===== config.mk =====
export PLATFORM = sky130hd
export DESIGN_NAME = axis_packet_arbiter_flat
export DESIGN_NICKNAME = d
export VERILOG_FILES = /design/src/rtl/axis_noc_pkg.sv /design/src/rtl/axis_packet_arbiter_if.sv /design/src/rtl/axis_rr_select.sv /design/src/rtl/axis_packet_arbiter.sv /design/src/flat_wrapper.sv
export SDC_FILE = /design/constraint.sdc
export NUM_CORES = 1
export LEC_CHECK = 0
export BUFFER_PORTS_ARGS = -buffer_cell sky130_fd_sc_hd__buf_2
export CAP_MARGIN = 20
export CORE_MARGIN = 5
export CORE_UTILIZATION = 41
export DETAILED_ROUTE_END_ITERATION = 8
export HOLD_SLACK_MARGIN = 0.02
export PLACE_DENSITY = 0.89
export SLEW_MARGIN = 20
export SYNTH_ARGS = -nofsm -noshare
export SYNTH_HDL_FRONTEND = slang
export SYNTH_HIERARCHICAL = 1
export SYNTH_SLANG_ARGS = --single-unit

===== constraint.sdc =====
create_clock -name clk -period 3.4 [get_ports clk]
set_input_delay 0.51 -clock clk [delete_from_list [all_inputs] [get_ports clk]]
set_output_delay 0.51 -clock clk [all_outputs]
set_load 0.01 [all_outputs]

===== src/rtl/axis_noc_pkg.sv =====
// rtl/axis_noc_pkg.sv - arbiter state encoding and round-robin index helper
package axis_noc_pkg;

  typedef enum logic [0:0] {
    ARB_IDLE   = 1'b0,
    ARB_LOCKED = 1'b1
  } arb_state_e;

  function automatic int unsigned rr_next(input int unsigned idx, input int unsigned n);
    return (idx + 32'd1 >= n) ? 32'd0 : idx + 32'd1;
  endfunction

endpackage


===== src/rtl/axis_packet_arbiter_if.sv =====
// rtl/axis_packet_arbiter_if.sv - requester-side and output-side AXIS signals of the arbiter
interface axis_packet_arbiter_if #(
  parameter int NUM_INPUTS  = 4,
  parameter int TDATA_WIDTH = 32,
  parameter int TDEST_WIDTH = 2,
  parameter int TID_WIDTH   = 2
);

  logic [NUM_INPUTS-1:0]  axis_in_tvalid;
  logic [NUM_INPUTS-1:0]  axis_in_tready;
  logic [TDATA_WIDTH-1:0] axis_in_tdata [NUM_INPUTS];
  logic [NUM_INPUTS-1:0]  axis_in_tlast;
  logic [TID_WIDTH-1:0]   axis_in_tid   [NUM_INPUTS];
  logic [TDEST_WIDTH-1:0] axis_in_tdest [NUM_INPUTS];

  logic                   axis_out_tvalid;
  logic                   axis_out_tready;
  logic [TDATA_WIDTH-1:0] axis_out_tdata;
  logic                   axis_out_tlast;
  logic [TID_WIDTH-1:0]   axis_out_tid;
  logic [TDEST_WIDTH-1:0] axis_out_tdest;

  // Arbiter side: sink of the requester streams, source of the merged stream.
  modport slave (
    input  axis_in_tvalid, axis_in_tdata, axis_in_tlast, axis_in_tid, axis_in_tdest,
    output axis_in_tready,
    output axis_out_tvalid, axis_out_tdata, axis_out_tlast, axis_out_tid, axis_out_tdest,
    input  axis_out_tready
  );

  modport master (
    output axis_in_tvalid, axis_in_tdata, axis_in_tlast, axis_in_tid, axis_in_tdest,
    input  axis_in_tready,
    input  axis_out_tvalid, axis_out_tdata, axis_out_tlast, axis_out_tid, axis_out_tdest,
    output axis_out_tready
  );

endinterface


===== src/rtl/axis_rr_select.sv =====
// rtl/axis_rr_select.sv - combinational round-robin winner search starting after the last winner
module axis_rr_select
  import axis_noc_pkg::*;
#(
  parameter int NUM_INPUTS = 4,
  parameter int IDX_WIDTH  = 2
) (
  input  logic [NUM_INPUTS-1:0] i_valid,
  input  logic [IDX_WIDTH-1:0]  i_last,
  output logic [IDX_WIDTH-1:0]  o_winner,
  output logic                  o_any
);

  always_comb begin
    int unsigned v_idx;
    logic        v_found;
    v_found  = 1'b0;
    o_winner = '0;
    v_idx    = rr_next(32'(i_last), NUM_INPUTS);
    for (int k = 0; k < NUM_INPUTS; k++) begin
      if (!v_found && i_valid[IDX_WIDTH'(v_idx)]) begin
        o_winner = IDX_WIDTH'(v_idx);
        v_found  = 1'b1;
      end
      v_idx = rr_next(v_idx, NUM_INPUTS);
    end
    o_any = v_found;
  end

endmodule


===== src/rtl/axis_packet_arbiter.sv =====
// rtl/axis_packet_arbiter.sv - packet-granular round-robin AXIS arbiter with one output register stage
// Optional saturating per-input packet counters under AXIS_ARB_STATS_EN.
module axis_packet_arbiter
  import axis_noc_pkg::*;
#(
  parameter int NUM_INPUTS  = 4,
  parameter int TDATA_WIDTH = 32,
  parameter int TDEST_WIDTH = 2,
  parameter int TID_WIDTH   = 2,
  parameter int COUNT_WIDTH = 16
) (
  input  logic                   clk,
  input  logic                   rst_n,
  axis_packet_arbiter_if.slave   bus
`ifdef AXIS_ARB_STATS_EN
  ,
  output logic [COUNT_WIDTH-1:0] sent_packets [NUM_INPUTS]
`endif
);

  localparam int IW = $clog2(NUM_INPUTS);
  localparam logic [0:0] ST_IDLE   = ARB_IDLE;
  localparam logic [0:0] ST_LOCKED = ARB_LOCKED;

  if (NUM_INPUTS < 2 || NUM_INPUTS > 16 || COUNT_WIDTH < 1) begin : g_bad_params
    $error("axis_packet_arbiter: unsupported parameter set");
  end

  logic [0:0]             r_state;
  logic [IW-1:0]          r_gnt;
  logic [IW-1:0]          r_last;
  logic                   r_out_valid;
  logic [TDATA_WIDTH-1:0] r_out_tdata;
  logic                   r_out_tlast;
  logic [TID_WIDTH-1:0]   r_out_tid;
  logic [TDEST_WIDTH-1:0] r_out_tdest;

  logic [IW-1:0] w_winner;
  logic [IW-1:0] w_sel;
  logic          w_any;
  logic          w_out_ready;
  logic          w_grant_open;
  logic          w_accept;

  axis_rr_select #(
    .NUM_INPUTS (NUM_INPUTS),
    .IDX_WIDTH  (IW)
  ) u_rr_select (
    .i_valid  (bus.axis_in_tvalid),
    .i_last   (r_last),
    .o_winner (w_winner),
    .o_any    (w_any)
  );

  // A locked grant keeps its tready even while the owner idles, so nobody else slips in.
  assign w_out_ready  = !r_out_valid || bus.axis_out_tready;
  assign w_sel        = (r_state == ST_LOCKED) ? r_gnt : w_winner;
  assign w_grant_open = rst_n && w_out_ready && ((r_state == ST_LOCKED) || w_any);
  assign w_accept     = w_grant_open && bus.axis_in_tvalid[w_sel];

  always_comb begin
    bus.axis_in_tready = '0;
    if (w_grant_open) bus.axis_in_tready[w_sel] = 1'b1;
  end

  always_ff @(posedge clk or negedge rst_n) begin
    if (!rst_n) begin
      r_state     <= ST_IDLE;
      r_gnt       <= '0;
      r_last      <= IW'(NUM_INPUTS - 1);
      r_out_valid <= 1'b0;
      r_out_tdata <= '0;
      r_out_tlast <= 1'b0;
      r_out_tid   <= '0;
      r_out_tdest <= '0;
    end else begin
      if (w_out_ready) r_out_valid <= w_accept;
      if (w_accept) begin
        r_out_tdata <= bus.axis_in_tdata[w_sel];
        r_out_tlast <= bus.axis_in_tlast[w_sel];
        r_out_tid   <= bus.axis_in_tid[w_sel];
        r_out_tdest <= bus.axis_in_tdest[w_sel];
        r_gnt       <= w_sel;
        r_state     <= bus.axis_in_tlast[w_sel] ? ST_IDLE : ST_LOCKED;
        if (r_state == ST_IDLE) r_last <= w_sel;
      end
    end
  end

  assign bus.axis_out_tvalid = r_out_valid;
  assign bus.axis_out_tdata  = r_out_tdata;
  assign bus.axis_out_tlast  = r_out_tlast;
  assign bus.axis_out_tid    = r_out_tid;
  assign bus.axis_out_tdest  = r_out_tdest;

`ifdef AXIS_ARB_STATS_EN
  for (genvar gi = 0; gi < NUM_INPUTS; gi++) begin : g_stats
    logic [COUNT_WIDTH-1:0] r_cnt;
    always_ff @(posedge clk or negedge rst_n) begin
      if (!rst_n) begin
        r_cnt <= '0;
      end else if (w_accept && (w_sel == IW'(gi)) && bus.axis_in_tlast[gi] && (r_cnt != '1)) begin
        r_cnt <= r_cnt + 1'b1;
      end
    end
    assign sent_packets[gi] = r_cnt;
  end
`endif

endmodule


===== src/flat_wrapper.sv =====
// flat-port wrapper written by rule: the top's interface ports become plain ports
module axis_packet_arbiter_flat import axis_noc_pkg::*;
#(
  parameter int NUM_INPUTS  = 4,
  parameter int TDATA_WIDTH = 32,
  parameter int TDEST_WIDTH = 2,
  parameter int TID_WIDTH   = 2,
  parameter int COUNT_WIDTH = 16
)
  (clk, rst_n, bus_axis_in_tvalid, bus_axis_in_tdata, bus_axis_in_tlast, bus_axis_in_tid, bus_axis_in_tdest, bus_axis_in_tready, bus_axis_out_tvalid, bus_axis_out_tdata, bus_axis_out_tlast, bus_axis_out_tid, bus_axis_out_tdest, bus_axis_out_tready);
  axis_packet_arbiter_if #(.NUM_INPUTS(NUM_INPUTS), .TDATA_WIDTH(TDATA_WIDTH), .TDEST_WIDTH(TDEST_WIDTH), .TID_WIDTH(TID_WIDTH)) bus_i ();
  input  logic clk;
  input  logic rst_n;
  input wire logic [$bits(bus_i.axis_in_tvalid)-1:0] bus_axis_in_tvalid;
  input wire logic [$bits(bus_i.axis_in_tdata)-1:0] bus_axis_in_tdata;
  input wire logic [$bits(bus_i.axis_in_tlast)-1:0] bus_axis_in_tlast;
  input wire logic [$bits(bus_i.axis_in_tid)-1:0] bus_axis_in_tid;
  input wire logic [$bits(bus_i.axis_in_tdest)-1:0] bus_axis_in_tdest;
  output wire logic [$bits(bus_i.axis_in_tready)-1:0] bus_axis_in_tready;
  output wire logic [$bits(bus_i.axis_out_tvalid)-1:0] bus_axis_out_tvalid;
  output wire logic [$bits(bus_i.axis_out_tdata)-1:0] bus_axis_out_tdata;
  output wire logic [$bits(bus_i.axis_out_tlast)-1:0] bus_axis_out_tlast;
  output wire logic [$bits(bus_i.axis_out_tid)-1:0] bus_axis_out_tid;
  output wire logic [$bits(bus_i.axis_out_tdest)-1:0] bus_axis_out_tdest;
  input wire logic [$bits(bus_i.axis_out_tready)-1:0] bus_axis_out_tready;
  assign bus_i.axis_in_tvalid = bus_axis_in_tvalid;
  assign bus_i.axis_in_tdata = {>>{bus_axis_in_tdata}};
  assign bus_i.axis_in_tlast = bus_axis_in_tlast;
  assign bus_i.axis_in_tid = {>>{bus_axis_in_tid}};
  assign bus_i.axis_in_tdest = {>>{bus_axis_in_tdest}};
  assign bus_axis_in_tready = bus_i.axis_in_tready;
  assign bus_axis_out_tvalid = bus_i.axis_out_tvalid;
  assign bus_axis_out_tdata = bus_i.axis_out_tdata;
  assign bus_axis_out_tlast = bus_i.axis_out_tlast;
  assign bus_axis_out_tid = bus_i.axis_out_tid;
  assign bus_axis_out_tdest = bus_i.axis_out_tdest;
  assign bus_i.axis_out_tready = bus_axis_out_tready;
  axis_packet_arbiter #(.NUM_INPUTS(NUM_INPUTS), .TDATA_WIDTH(TDATA_WIDTH), .TDEST_WIDTH(TDEST_WIDTH), .TID_WIDTH(TID_WIDTH), .COUNT_WIDTH(COUNT_WIDTH)) u_core (.clk(clk), .rst_n(rst_n), .bus(bus_i));
endmodule

## Yosys cells after proc, flatten, opt, wreduce, memory -nomap -nowiden

Cells that the tools add are included.

- Register bits after elaboration: 43
- Output and inout bits: 42
- Word-level logic and storage cells: 77

- Add/sub/neg operators: 4
- Order comparisons: 11
- Muxes and demuxes: 38
- Bitwise gates (word level): 2
- Reductions and logical operators: 14

Operator list:

| operator | number |
|---|---|
| greater-or-equal comparator 32 x 3 -> 1 bit, second input constant | 3 |
| binary-select mux 32 bit (select 2 bit) | 1 |
| two-way mux 32 bit | 2 |
| two-way mux 2 bit | 10 |
| less-than comparator 2 x 3 -> 1 bit, second input constant | 5 |
| binary-select mux 1 bit (select 2 bit) | 6 |
| two-way mux 1 bit | 12 |
| binary-select mux 2 bit (select 2 bit) | 2 |
| two-way mux 4 bit | 2 |
| logical AND 1 bit | 7 |
| adder 5 x 1 -> 6 bit, second input constant | 1 |
| greater-or-equal comparator 6 x 3 -> 1 bit, second input constant | 1 |
| adder 4 x 1 -> 5 bit, second input constant | 1 |
| two-way mux 5 bit | 1 |
| adder 3 x 1 -> 4 bit, second input constant | 1 |
| logical NOT 1 bit | 4 |
| adder 2 x 1 -> 3 bit, second input constant | 1 |
| greater-or-equal comparator 3 bit, second input constant | 1 |
| two-way mux 3 bit | 1 |
| inverter 2 -> 3 bit | 1 |
| demux 1 bit (select 2 bit) | 1 |
| greater-or-equal comparator 2 x 1 -> 1 bit, second input constant | 1 |
| logical OR 1 bit | 2 |
| AND reduction 2 bit | 1 |
| inverter 1 bit | 1 |

## Logic depth before layout (Yosys ltp)

- Depth in word-level cells: 22
- Mapped depth: 14
- Mapped depth without buffers: 11

## Hierarchy

The synthesis kept the hierarchy.

By module, submodules not included:

| module | instances | cells an instance | area an instance (µm²) | seq. area each (µm²) |
|---|---|---|---|---|
| axis_packet_arbiter | 1 | 324 | 2,996.6 | 1,078.5 |
| axis_rr_select | 1 | 59 | 466.7 | 0.0 |

## Least setup slack after synthesis

OpenSTA, ideal clock, no wires.

- Path type: register to output
- From: register u_core.r_last[0]
- To: output port bus_axis_in_tready[2]
- Arrival: 3.236 ns
- Data required time: 2.890 ns
- Path slack: -0.346 ns
- Cell stages (with the launch flop): 13
- Path buffers: 4
- Path through: dfstp_2 > buf_2 > inv_1 > ha_1 > o21ba_2 > mux2i_1 > a32oi_1 > o32ai_1 > mux2i_1 > buf_2 > buf_4 > buf_4 > nor3_1

- Cells in the longest elaborated chain, start to end: 22
- Elaborated cells on any way between the ends: 43
- Those cells by class: add/sub: 4; order compare: 6; mux: 24; reduce/logical: 9

Ends and longest elaborated chain:

| item | line | source |
|---|---|---|
| start, declared | axis_packet_arbiter.sv:31 | `logic [IW-1:0] r_last;` |
| start signal, assigned | axis_packet_arbiter.sv:70 | `r_last <= IW'(NUM_INPUTS - 1);` |
| start signal, assigned | axis_packet_arbiter.sv:85 | `if (r_state == ST_IDLE) r_last <= w_sel;` |
| adder 2 x 1 -> 3 bit (*) | axis_noc_pkg.sv:10 | `return (idx + 32'd1 >= n) ? 32'd0 : idx + 32'd1;` |
| greater-or-equal comparator 32 x 3 -> 1 bit | axis_noc_pkg.sv:10 |  |
| two-way mux 3 bit (*) | axis_noc_pkg.sv:10 |  |
| adder 3 x 1 -> 4 bit | axis_noc_pkg.sv:10 |  |
| greater-or-equal comparator 32 x 3 -> 1 bit | axis_noc_pkg.sv:10 |  |
| two-way mux 4 bit | axis_noc_pkg.sv:10 |  |
| adder 4 x 1 -> 5 bit / binary-select mux 1 bit (select 2 bit) (equally long branches) | axis_noc_pkg.sv:10, axis_rr_select.sv:21 |  |
| greater-or-equal comparator 32 x 3 -> 1 bit / two-way mux 1 bit (equally long branches) | axis_noc_pkg.sv:10, axis_rr_select.sv:21 |  |
| [7 not listed] | -- |  |
| two-way mux 2 bit (*) | axis_rr_select.sv:21 | `if (!v_found && i_valid[IDX_WIDTH'(v_idx)]) begin` |
| named net u_core.w_winner[1] | axis_packet_arbiter.sv:38 | `logic [IW-1:0] w_winner;` |
| two-way mux 2 bit (*) | axis_packet_arbiter.sv:57 | `assign w_sel = (r_state == ST_LOCKED) ? r_gnt : w_winner;` |
| less-than comparator 2 x 3 -> 1 bit (implied by the code) / greater-or-equal comparator 2 x 1 -> 1 bit (equally long branches) | axis_packet_arbiter.sv:63 | `if (w_grant_open) bus.axis_in_tready[w_sel] = 1'b1;` |
| logical AND 1 bit (implied by the code) | axis_packet_arbiter.sv:63 |  |
| two-way mux 1 bit (implied by the code) | axis_packet_arbiter.sv:63 |  |
| demux 1 bit (select 2 bit) (*) | -- |  |
| two-way mux 4 bit (*) | axis_packet_arbiter.sv:63 |  |
| end, declared | flat_wrapper.sv:19 | `output wire logic [$bits(bus_i.axis_in_tready)-1:0] bus_axis_in_tready;` |

Mark *: on every way through the listed nets, which the timed path passes. The rest lies on a longest branch. The select of a mux whose other input is x is not followed.

## Worst setup path in the final report

- From: register u_core.r_last[0]
- To: register u_core.r_out_tdata[28] (netlist: u_core/bus.axis_out_tdata[28])

- Cells in the longest elaborated chain, start to end: 21
- Elaborated cells on any way between the ends: 44
- Those cells by class: add/sub: 4; order compare: 4; mux: 26; bitwise: 1; reduce/logical: 9

Ends and longest elaborated chain:

| item | line | source |
|---|---|---|
| adder 2 x 1 -> 3 bit (*) | axis_noc_pkg.sv:10 |  |
| greater-or-equal comparator 32 x 3 -> 1 bit | axis_noc_pkg.sv:10 |  |
| two-way mux 3 bit (*) | axis_noc_pkg.sv:10 |  |
| adder 3 x 1 -> 4 bit | axis_noc_pkg.sv:10 |  |
| greater-or-equal comparator 32 x 3 -> 1 bit | axis_noc_pkg.sv:10 |  |
| two-way mux 4 bit | axis_noc_pkg.sv:10 |  |
| adder 4 x 1 -> 5 bit / binary-select mux 1 bit (select 2 bit) (equally long branches) | axis_noc_pkg.sv:10, axis_rr_select.sv:21 |  |
| greater-or-equal comparator 32 x 3 -> 1 bit / two-way mux 1 bit (equally long branches) | axis_noc_pkg.sv:10, axis_rr_select.sv:21 |  |
| [5 not listed] | -- |  |
| two-way mux 1 bit (implied by the code) / logical NOT 1 bit (equally long branches) | axis_rr_select.sv:21 |  |
| logical AND 1 bit | axis_rr_select.sv:21 |  |
| two-way mux 2 bit (*) | axis_rr_select.sv:21 |  |
| named net u_core.w_winner[1] | axis_packet_arbiter.sv:38 |  |
| two-way mux 2 bit (*) | axis_packet_arbiter.sv:57 |  |
| inverter 2 -> 3 bit (implied by the code) | axis_packet_arbiter.sv:79 | `r_out_tdata <= bus.axis_in_tdata[w_sel];` |
| binary-select mux 32 bit (select 2 bit) | axis_packet_arbiter.sv:79 |  |
| two-way mux 32 bit (implied by the code) (2 in a row) | axis_packet_arbiter.sv:79 |  |
| end signal, assigned | axis_packet_arbiter.sv:79 |  |
| end, declared | axis_packet_arbiter.sv:33 | `logic [TDATA_WIDTH-1:0] r_out_tdata;` |

Marked as above.
A chain may end at the register's enable or synchronous reset.

==> results summary <==
The flow ran to the end, but the final reports show violations. The final reports fail on negative setup slack. For this run, the register share of the synthesized area comes to 31.1%.

STA classifies the critical path endpoint as a register. For this design the ratio of total power to cell area is 1260 nW/um^2. The flip-flop and latch count after synthesis is 43. The yosys synthesis warning count came out at 6. Global routing consumed, over all layers together, 21.2% of the routing resources. The post-detailed-placement half-perimeter wirelength came out at 8.68 mm. The overall routed net length came out at 11.5 mm. Counting cells, the worst reg-to-reg path comes to 16.

After clock tree synthesis, the clock-pin slew on the worst setup and hold paths is 0.08 ns. The initial antenna violation count is 0. The pre-antenna-repair detailed-routing pass consisted of 5 iterations.

Timing would allow up to 288 MHz. The setup path with the least slack is of type reg -> reg. The total power after layout is 6.50 mW.

Routability-driven placement finished with a final weighted congestion of 0.965. The I/O pin count is 197. The maximum level of the CTS H-tree came out at 2. The final-report max-slew violation count is 0.

The worst endpoint required time came out at 3.58 ns. After detailed routing, the number of remaining DRC violations is 0. The remaining antenna violation count after routing came out at 0. The maximum number of pins on one net before global-route repair came out at 55.

In this run, the number of DRC markers left after iteration 0 of detailed routing was 127. Setup repair after global routing could not meet its margin everywhere. The biggest fanout along the worst timing path is 9. After routing, the total negative slack on setup checks comes to -2.21 ns. Synthesis handed over a netlist of 383 instances.

The wire length of the first global-routing pass came out at 17.8 mm. The peak ir drop on the vdd network is 0.535 mV. The antenna diode instance count came out at 0. The count of different cell masters after synthesis came out at 44. Dividing the detail-routed wire length by the instance count gives 16.3 um. The total of buffers placed on input and output ports came out at 196. The number of nets in the finished design came out at 761. The worst-skew pair later-pin latency came out at 0.29 ns. The area added between synthesis and finish came out at 48.5%.

The per-instance average area after synthesis is 9.04 um^2. The number of max-cap violations came out at 0. The area of the die came out at 10400 um^2. The worst slack on hold paths came out at 0.347 ns. The area inside the core boundary is 8220 um^2. The number of clock sinks seen by CTS came out at 43. TritonCTS built the clock tree.

The clock skew after layout is 0.00425 ns. Counting I/O delays and the setup requirement, the final critical path takes 3.47 ns. The overall via count from detail_route is 3806. The cell at the root of the clock tree is clkbuf_8. The data arrival at the endpoint of the critical path came out at 3.65 ns.

The quantity of hold-fixing buffers added after cts came out at 0. The class of the tightest hold or removal check is in -> async. Summed over all cells, the static leakage comes to 2.41 nW. The post-route worst setup slack is -0.0742 ns. The total count of hold-check failures in the final report is 0.

The worst-case headroom to the max-slew limit came out at 55.7%. The clock passes through at most 2 buffers. The row count is 33. The synthesized netlist net count is 545. The floorplan die height is 102 um. The worst setup path is launched from a register.

The number of global-route vias before repair came out at 3939. The die is 102 um wide. The total overflow left after global routing is 0. The number of buffers added by the clock tree synthesis step is 5.

The netlist area before placement is 3460 um^2. The via-per-instance ratio came out at 5.41. Dividing the final minimum period by the clock period gives 102%. The slew at the pin with the worst max-slew slack is 0.665 ns. The final-report setup violation count came out at 41. The initial standard-cell utilization of the core came out at 42.2%. In the final layout, the share of cells above drive strength 1 is 54.4%.
cells in the mapped netlist, drive strengths merged:
library cell,instances,area share (%)
nor3b,2,0.43
a21o,1,0.22
a31o,1,0.25
or3b,2,0.51
nor2b,37,6.7
o21a,1,0.22
nand2,79,8.6
or4,1,0.33
a211oi,38,8.2
mux2,44,16
nand2b,3,0.54
o21ai,3,0.43
o211ai,2,0.43
a32oi,1,0.25
buf,23,4.8
dfrtp,41,30
mux4,1,0.65
dfstp,2,1.5
nand4b,1,0.25
inv,7,0.76
nor3,7,1.0
nand3,1,0.14
o221ai,1,0.25
o22ai,3,0.54
a221o,2,0.58
o21ba,3,0.87
nand4,2,0.36
clkbuf,9,0.98
mux2i,6,1.7
o31ai,2,0.43
o32ai,2,0.51
a2111o,1,0.33
a21oi,2,0.29
nor2,4,0.43
o21bai,2,0.43
nor4b,1,0.43
nand3b,2,0.43
ha,7,2.5
a31oi,36,6.5
worst paths after layout:
| path | from | slack [ns] | end |
|---|---|---|---|
| min in group clk | bus_axis_out_tready | 0.48 | u_core/bus.axis_out_tvalid |
| worst min register to register | u_core/bus.axis_out_tdata[12] | 0.51 | u_core/bus.axis_out_tdata[12] |
| max in group asynchronous | rst_n | 2.67 | u_core/r_last[0] |
| worst max-delay path | u_core/r_last[0] | -0.07 | u_core/bus.axis_out_tdata[28] |
| worst max register to register | u_core/r_last[0] | -0.07 | u_core/bus.axis_out_tdata[28] |
| worst min-delay path | rst_n | 0.35 | u_core/bus.axis_out_tdata[18] |
logic make-up (layout without fill, tap and decap cells):
family	count (synthesis)	in the layout	synth area share [%]
fa+ha+maj	7	7	2.53
flops	43	43	31.1
simple gates	142	142	20.1
compound gates	101	101	20.8
buf+inv	39	255	6.58
mux	51	51	18.9
critical path, stage by stage, from the launching register on:
cell and delay (ns):
dfstp_2 0.61, inv_4 0.07, ha_1 0.21, o21ba_4 0.23, buf_6 0.12, mux2i_4 0.24, a32oi_1 0.14, o32ai_2 0.27
buf_4 0.19, buf_4 0.13, nor3_2 0.04, o21ai_1 0.14, nor4b_4 0.31, nor2_4 0.07, buf_6 0.15, buf_12 0.14
mux2_4 0.30
layout make-up:
class / count / area [um^2]
Inverter: 7 / 28.8
Timing Repair Buffer: 241 / 1500
Clock buffer: 6 / 82.6
Tap cell: 105 / 131
Sequential cell: 43 / 1080
Multi-Input combinational cell: 301 / 2320
Fill cell: 677 / 3070
Clock inverter: 1 / 5.00
layer usage:
metal,wire (um),up-vias,GRT usage (%)
li1,-,1835,-
met1,4520,1794,25.1
met2,6010,155,39.1
met3,708,22,3.28
met4,223,0,6.86
met5,0,-,0
stage by stage:
stage | setup WS [ns] | instances | cell area, um^2 | utilization, %
6_report | -0.0742 | 704 | 5140 | 62.6
3_5_place_dp | -0.199 | 682 | 4760 | 57.9
3_3_place_gp | -0.0968 | 682 | 4760 | 57.9
4_1_cts | -0.0489 | 702 | 5070 | 61.7
2_1_floorplan | -0.194 | 383 | 3530 | -
5_1_grt | -0.250 | 704 | 5140 | 62.6
power by group:
part           leakage [nW]  switching [mW]  internal (mW)  total (mW)
sequential            0.503           0.206          0.804        1.01
combinational          1.86            2.57           2.60        5.16
clock                0.0470           0.169          0.160       0.329
state kept, by name, summed over array words and instances (netlist names):
register                    count
u_core/r_state                  1
u_core/r_last                   2
u_core/bus.axis_out_tid         2
u_core/bus.axis_out_tvalid      1
u_core/bus.axis_out_tdata      32
u_core/bus.axis_out_tdest       2
u_core/r_gnt                    2
u_core/bus.axis_out_tlast       1
layout by cell type (no fill, tap or decap), types with 6 or more instances in the layout:
cell / n
a31oi_1: 36
clkbuf_8: 6
nand2_1: 79
buf_12: 7
mux2_2: 24
dfrtp_1: 41
nor2b_1: 37
a211oi_1: 34
mux2_4: 20
buf_2: 196
buf_4: 30
what timing repair did:
action | CTS | global route
gates cloned | 2 | 2
setup endpoints to repair | 45 | 46
resized for setup | 17 | 6
buffers inserted | 11 | 0
pin swaps | 4 | 3
No activity file was read; power rests on OpenSTA's default activity.
